<file path="config.mk">
export PLATFORM = sky130hd
export DESIGN_NAME = pll_phase_ctrl
export DESIGN_NICKNAME = d
export VERILOG_FILES = /design/src/rtl/pll_phase_pkg.sv /design/src/rtl/pll_lock_filter.sv /design/src/rtl/pll_phase_ctrl.sv
export SDC_FILE = /design/constraint.sdc
export NUM_CORES = 1
export LEC_CHECK = 0
export ABC_AREA = 1
export BUFFER_PORTS_ARGS = -buffer_cell sky130_fd_sc_hd__buf_2
export CORE_AREA = 2 2 58 60
export CTS_CLUSTER_DIAMETER = 60
export DETAILED_ROUTE_END_ITERATION = 16
export DIE_AREA = 0 0 60 62
export HOLD_SLACK_MARGIN = 0.15
export PLACE_DENSITY = 0.81
export SYNTH_ARGS = -nofsm -noshare
export SYNTH_HDL_FRONTEND = slang
export SYNTH_SLANG_ARGS = --single-unit
</file>
<file path="constraint.sdc">
create_clock -name clk -period 1.75 [get_ports clk]
set_input_delay 0.35 -clock clk [delete_from_list [all_inputs] [get_ports clk]]
set_output_delay 0.35 -clock clk [all_outputs]
set_load 0.05 [all_outputs]
</file>
<file path="src/rtl/pll_phase_pkg.sv">
// Shared types and encodings for the ECP5 EHXPLLL dynamic phase-adjust sequencer.
package pll_phase_pkg;

  typedef enum logic [2:0] {
    IDLE  = 3'd0,
    SETUP = 3'd1,
    PULSE = 3'd2,
    HOLD  = 3'd3,
    DONE  = 3'd4,
    ABORT = 3'd5
  } state_t;

  localparam logic [1:0] SEL_CLKOS  = 2'b00;
  localparam logic [1:0] SEL_CLKOS2 = 2'b01;
  localparam logic [1:0] SEL_CLKOS3 = 2'b10;
  localparam logic [1:0] SEL_CLKOP  = 2'b11;

  localparam logic DIR_LAG  = 1'b0;
  localparam logic DIR_LEAD = 1'b1;

  function automatic int max3(input int a, input int b, input int c);
    int m;
    m = (a > b) ? a : b;
    return (m > c) ? m : c;
  endfunction

endpackage

</file>
<file path="src/rtl/pll_lock_filter.sv">
// Synchronises the asynchronous PLL LOCK and requires LOCK_FILT consecutive high cycles.
// With PLL_PHASE_LOCKLOSS_CNT_EN, also exposes the cycle in which lock_ok is about to fall.
module pll_lock_filter #(
  parameter int LOCK_FILT = 16
) (
  input  logic clk,
  input  logic rst_n,
  input  logic pll_locked,
`ifdef PLL_PHASE_LOCKLOSS_CNT_EN
  output logic lock_fall,
`endif
  output logic lock_ok
);

  localparam int CNT_W = (LOCK_FILT > 1) ? $clog2(LOCK_FILT) : 1;

  logic [1:0]       sync;
  logic [CNT_W-1:0] cnt;

  always_ff @(posedge clk or negedge rst_n) begin
    if (!rst_n) begin
      sync    <= 2'b00;
      cnt     <= '0;
      lock_ok <= 1'b0;
    end else begin
      sync <= {sync[0], pll_locked};
      if (!sync[1]) begin
        cnt     <= '0;
        lock_ok <= 1'b0;
      end else begin
        // Counter saturates at LOCK_FILT-1; the 16th high cycle sets lock_ok.
        if (cnt != CNT_W'(LOCK_FILT - 1)) cnt <= cnt + CNT_W'(1);
        if (cnt == CNT_W'(LOCK_FILT - 1)) lock_ok <= 1'b1;
      end
    end
  end

`ifdef PLL_PHASE_LOCKLOSS_CNT_EN
  assign lock_fall = lock_ok & ~sync[1];
`endif

endmodule

</file>
<file path="src/rtl/pll_phase_ctrl.sv">
// EHXPLLL phase-step sequencer with lock-qualified system reset.
// Optional lock-loss counter enabled by defining PLL_PHASE_LOCKLOSS_CNT_EN.
module pll_phase_ctrl
  import pll_phase_pkg::*;
#(
  parameter int SETUP_CYC = 4,
  parameter int PULSE_CYC = 4,
  parameter int HOLD_CYC  = 8,
  parameter int LOCK_FILT = 16,
  parameter int STEP_W    = 8
) (
  input  logic              clk,
  input  logic              rst_n,
  input  logic              pll_locked,
  input  logic              req_valid,
  output logic              req_ready,
  input  logic [1:0]        req_sel,
  input  logic              req_dir,
  input  logic [STEP_W-1:0] req_steps,
  output logic              busy,
  output logic              done,
  output logic              aborted,
  output logic [1:0]        pll_phasesel,
  output logic              pll_phasedir,
  output logic              pll_phasestep,
  output logic              pll_phaseloadreg,
  output logic              lock_ok,
`ifdef PLL_PHASE_LOCKLOSS_CNT_EN
  output logic [7:0]        lockloss_cnt,
`endif
  output logic              sys_rst_n
);

  localparam int CYC_MAX = max3(SETUP_CYC, PULSE_CYC, HOLD_CYC);
  localparam int CYC_W   = (CYC_MAX > 1) ? $clog2(CYC_MAX) : 1;

  state_t            state;
  logic [CYC_W-1:0]  cyc_cnt;
  logic [STEP_W-1:0] remaining;

`ifdef PLL_PHASE_LOCKLOSS_CNT_EN
  logic lock_fall;
`endif

  pll_lock_filter #(.LOCK_FILT(LOCK_FILT)) u_lock_filter (
    .clk        (clk),
    .rst_n      (rst_n),
    .pll_locked (pll_locked),
`ifdef PLL_PHASE_LOCKLOSS_CNT_EN
    .lock_fall  (lock_fall),
`endif
    .lock_ok    (lock_ok)
  );

  assign sys_rst_n        = lock_ok;
  assign pll_phaseloadreg = 1'b0;
  assign req_ready        = (state == IDLE) & lock_ok;

  always_ff @(posedge clk or negedge rst_n) begin
    if (!rst_n) begin
      state         <= IDLE;
      cyc_cnt       <= '0;
      remaining     <= '0;
      pll_phasesel  <= SEL_CLKOS;
      pll_phasedir  <= DIR_LAG;
      pll_phasestep <= 1'b0;
      busy          <= 1'b0;
      done          <= 1'b0;
      aborted       <= 1'b0;
    end else begin
      done    <= 1'b0;
      aborted <= 1'b0;
      case (state)
        IDLE: begin
          if (req_valid && req_ready) begin
            pll_phasesel <= req_sel;
            pll_phasedir <= req_dir;
            remaining    <= req_steps;
            cyc_cnt      <= '0;
            busy         <= 1'b1;
            if (req_steps == '0) begin
              state <= DONE;
              done  <= 1'b1;
            end else begin
              state <= SETUP;
            end
          end
        end
        SETUP, PULSE, HOLD: begin
          if (!lock_ok) begin
            // Lock loss kills the request; a partial pulse is dropped, not finished.
            state         <= ABORT;
            pll_phasestep <= 1'b0;
            aborted       <= 1'b1;
          end else if (state == SETUP) begin
            if (cyc_cnt == CYC_W'(SETUP_CYC - 1)) begin
              state         <= PULSE;
              pll_phasestep <= 1'b1;
              cyc_cnt       <= '0;
            end else begin
              cyc_cnt <= cyc_cnt + CYC_W'(1);
            end
          end else if (state == PULSE) begin
            if (cyc_cnt == CYC_W'(PULSE_CYC - 1)) begin
              state         <= HOLD;
              pll_phasestep <= 1'b0;
              cyc_cnt       <= '0;
            end else begin
              cyc_cnt <= cyc_cnt + CYC_W'(1);
            end
          end else begin
            if (cyc_cnt == CYC_W'(HOLD_CYC - 1)) begin
              cyc_cnt   <= '0;
              remaining <= remaining - STEP_W'(1);
              if (remaining == STEP_W'(1)) begin
                state <= DONE;
                done  <= 1'b1;
              end else begin
                state         <= PULSE;
                pll_phasestep <= 1'b1;
              end
            end else begin
              cyc_cnt <= cyc_cnt + CYC_W'(1);
            end
          end
        end
        DONE, ABORT: begin
          state        <= IDLE;
          busy         <= 1'b0;
          pll_phasesel <= SEL_CLKOS;
          pll_phasedir <= DIR_LAG;
        end
        default: begin
          state         <= IDLE;
          busy          <= 1'b0;
          pll_phasestep <= 1'b0;
        end
      endcase
    end
  end

`ifdef PLL_PHASE_LOCKLOSS_CNT_EN
  logic [7:0] lockloss_q;

  always_ff @(posedge clk or negedge rst_n) begin
    if (!rst_n) begin
      lockloss_q <= 8'd0;
    end else if (lock_fall && lockloss_q != 8'hFF) begin
      lockloss_q <= lockloss_q + 8'd1;
    end
  end

  assign lockloss_cnt = lockloss_q;
`endif

endmodule

</file>
==> results.md <==
- The sequential share of the synthesized area is 0.4324.
- The clock latency on the worst-skew pair is 0.33 ns.
- For this run, the top clock speed supported by timing is 0.5962 GHz.
- At the pin with the least slew margin, the transition time is ~0.6 ns.
- After synthesis the cells add up to about 1600 um^2.
- The boundary pin count is 26.
- Entering global routing, the biggest net connects 29 pins.
- The count of buffers from port buffering is 24.
- The post-layout net count is 270.
- After global routing the overflow that remains totals 0.
- The routed layout has 1,455 vias.
- The routed wire length is 3.284 mm.
- In the synthesized netlist, the cells that appear most often are 60 x sky130_fd_sc_hd__nand2_1, 30 x sky130_fd_sc_hd__inv_1, 28 x sky130_fd_sc_hd__dfrtp_1, 22 x sky130_fd_sc_hd__nand3_1, 20 x sky130_fd_sc_hd__nor2_1.
- In the routed design, unresolved DRC markers number 0.
- Setup repair after global routing left no endpoint under its margin.
- The synthesized instance count is about 210.
- The via count of the first global-routing pass is 1,389.
- The number of routed nets with antenna violations is 0.
- Dividing the detail-routed via count by the number of cells gives around 5.
- Clock-pin slew was measured on the worst setup and hold paths at 0.15 ns.
- The area share of the leading cell type in the synthesized netlist is 0.4324.
- The critical setup path kind is reg2out.
- Counting along the longest clock path gives a buffer depth of 2.
- VDD sags by at most 0.5624 mV.
- The per-instance average area after synthesis is 7.572 um^2.
- Data on the critical path arrives at its endpoint at 1.33 ns.
- The area of all placed cells without fillers is 1904 um^2.
- The hold violation total from the final report is 0.
- The max-cap violation count is 0.
- Summed over all nets, the half-perimeter wirelength after detailed placement is 2.543 mm.
- In the final layout, the share of cells above drive strength 1 is 0.1943.
- The die is about 62 um tall.
- Yosys mapped a number of flops with a built-in enable equal to 0.
- The die is 60 um wide.
- The number of antenna violations at the first check in global routing came to 0.
- The pre-antenna-repair detailed-routing pass consisted of 4 iterations.
- The capturing element type of the critical path is an output pin.
- The clock arrives with about 0.0045 ns of skew.
- The first global-routing pass estimated 5.623 mm of wire.
- Yosys mapped the design onto 26 distinct sky130hd cell types.
- The routed design could run at a clock period as short as 1.677 ns.
- The critical path required time is about 1.4 ns.
- The floorplan step defined a die boundary enclosing 3720 um^2.
- STA classifies the critical path startpoint as a flip-flop.
- The ratio of final minimum period to clock period is 0.9585.
- The total area inside the core boundary comes to 3179 um^2.
- From synthesis to final layout, the design area changed by 17.53%.
- Dividing total power by cell area gives a power density of 933.7 nW/um^2.
- The routability congestion estimate from global placement is between 0.9 and 1.
- The first routing iteration left roughly 80 violations.
- The total of fill cells in the finished design is 296.
- The total placed instance area is 1787 um^2.
- In the synthesized netlist the async set-or-reset flop fraction comes to 1.000.
- The flip-flop and latch count after synthesis is 28.
- The number of antenna cells inserted is 0.
- The max-slew violation count is 0.
- Across every metal layer, demand over resource in global routing totals 0.2040.
- For this configuration, the core starts out at a cell density of 0.5096.
- The worst slew margin relative to its limit is 0.6079.
- CTS placed an instance of sky130_fd_sc_hd__clkbuf_4 at the clock tree root.
- The final number of setup-violating endpoints is 0.
- The floorplan has 21 rows.
- By area the synthesized netlist is led by sky130_fd_sc_hd__dfrtp_1 43%, sky130_fd_sc_hd__nand2_1 14%, sky130_fd_sc_hd__inv_1 6.9%.
- The clock drives 28 sinks.
- During synthesis, Yosys emitted a total of 0 warnings.
- The number of buffers created by CTS is 3.
- The number of H-tree branching levels is 1.
- After routing, the total negative slack on setup checks comes to 0 ns.
- The cell taking the most area after synthesis is sky130_fd_sc_hd__dfrtp_1.
- The flow ran to the end, and the final reports show no timing, DRC or antenna violations.
- In this run the static leakage power is 1.038 nW.
- The number of nets in the synthesized netlist is approximately 240.
- The most used flip-flop cell after synthesis is sky130_fd_sc_hd__dfrtp_1.
- The post-route total power is 1.778 mW.
- TritonCTS built the clock tree.
- The worst hold path class is in2reg.
- Dividing the detail-routed wire length by the instance count gives roughly 11 um.
- The most frequently used cell type in the post-synthesis netlist is sky130_fd_sc_hd__nand2_1.
- The highest net fanout along the worst path is 5.
[critical path: stages, from the launching register on]
cell and delay [ns]:
sky130_fd_sc_hd__dfrtp_2 0.48, sky130_fd_sc_hd__inv_2 0.12, sky130_fd_sc_hd__nand2_2 0.09, sky130_fd_sc_hd__nor2_4 0.14, sky130_fd_sc_hd__buf_6 0.18
[stage by stage]
stage	util	std cells	setup slack [ns]	hold WS, ns
2_1_floorplan	-	214	0.1251	0.05441
3_3_place_gp	0.5620	282	0.3146	0.3323
3_5_place_dp	0.5620	282	0.2864	0.3371
4_1_cts	0.5915	290	0.01601	0.2025
5_1_grt	0.5990	293	0.009574	0.1922
6_report	0.5990	293	0.07262	0.2145
[sequential cells by signal, summed over array words and instances, names as in the netlist, 2 cells and up]
register,count
u_lock_filter.cnt,4
cyc_cnt,3
state,3
pll_phasesel,2
u_lock_filter.sync,2
remaining,8
[worst paths after layout]
path / startpoint / endpoint / slack (ns) / depth (start not counted)
min in group asynchronous: rst_n / remaining[2] / 0.54 / 2
hold / removal: req_sel[1] / pll_phasesel[1] / 0.21 / 3
setup / recovery: state[2] / req_ready / 0.07 / 4
max in group asynchronous: rst_n / state[2] / 0.80 / 2
hold reg to reg: u_lock_filter.sync[0] / u_lock_filter.sync[1] / 0.37 / 0
setup reg to reg: state[0] / state[1] / 0.23 / 10
[layout make-up]
type | instances | area, um^2 | share of cell area
multi-input cells | 151 | 777.0 | 0.4080
clock inverters | 1 | 30.03 | 0.01577
flip-flops and latches | 28 | 703.2 | 0.3693
well taps | 46 | 57.56 | 0.03022
inverters | 32 | 122.6 | 0.06439
clock buffers | 3 | 22.52 | 0.01183
repair buffers | 32 | 191.4 | 0.1005
[logic make-up after synthesis]
family,share of synthesized area
buffers and inverters,0.08803
adder cells (fa/ha/maj),0.05405
AND/OR/NAND/NOR,0.3421
AO/OA/AOI/OAI,0.08108
flip-flops,0.4324
other,0.002314
[what timing repair did]
item / CTS / global route
resized for setup: 2 / 1
hold buffers: 2 / 0
pin swaps: 0 / 1
endpoints found under the hold margin: 29 / 0
setup buffers: 2 / 3
setup endpoints to repair: 1 / 1
[power breakdown]
group | switching, mW | internal [mW] | leakage (nW)
logic | 0.408 | 0.223 | 0.665
clock network | 0.187 | 0.232 | 0.0279
registers | 0.0383 | 0.690 | 0.345
total | 0.633 | 1.15 | 1.04
[placed cells by master, fill, tap and decap left out, types with 2 or more instances in the layout]
| cell | Yosys | routed |
|---|---|---|
| sky130_fd_sc_hd__a21oi_1 | 3 | 3 |
| sky130_fd_sc_hd__buf_2 | 1 | 23 |
| sky130_fd_sc_hd__buf_4 | 2 | 6 |
| sky130_fd_sc_hd__clkbuf_4 | 0 | 3 |
| sky130_fd_sc_hd__dfrtp_1 | 28 | 26 |
| sky130_fd_sc_hd__dfrtp_2 | 0 | 2 |
| sky130_fd_sc_hd__dlygate4sd3_1 | 0 | 2 |
| sky130_fd_sc_hd__ha_1 | 7 | 7 |
| sky130_fd_sc_hd__inv_1 | 30 | 30 |
| sky130_fd_sc_hd__nand2_1 | 60 | 60 |
| sky130_fd_sc_hd__nand2_2 | 2 | 2 |
| sky130_fd_sc_hd__nand3_1 | 22 | 22 |
| sky130_fd_sc_hd__nand3_2 | 2 | 2 |
| sky130_fd_sc_hd__nand4_1 | 3 | 3 |
| sky130_fd_sc_hd__nor2_1 | 20 | 20 |
| sky130_fd_sc_hd__nor2_4 | 3 | 3 |
| sky130_fd_sc_hd__nor3_1 | 2 | 2 |
| sky130_fd_sc_hd__o21ai_0 | 15 | 15 |
| sky130_fd_sc_hd__o21ai_1 | 4 | 4 |
[routing by layer]
metal | GRT usage | vias to the layer above | wire (um)
li1 | - | 741 | -
met1 | 0.2433 | 658 | 1484
met2 | 0.3665 | 51 | 1552
met3 | 0.03313 | 5 | 200
met4 | 0.08571 | 0 | 47
met5 | 0 | - | 0
Power figures use the tool's default switching activity.
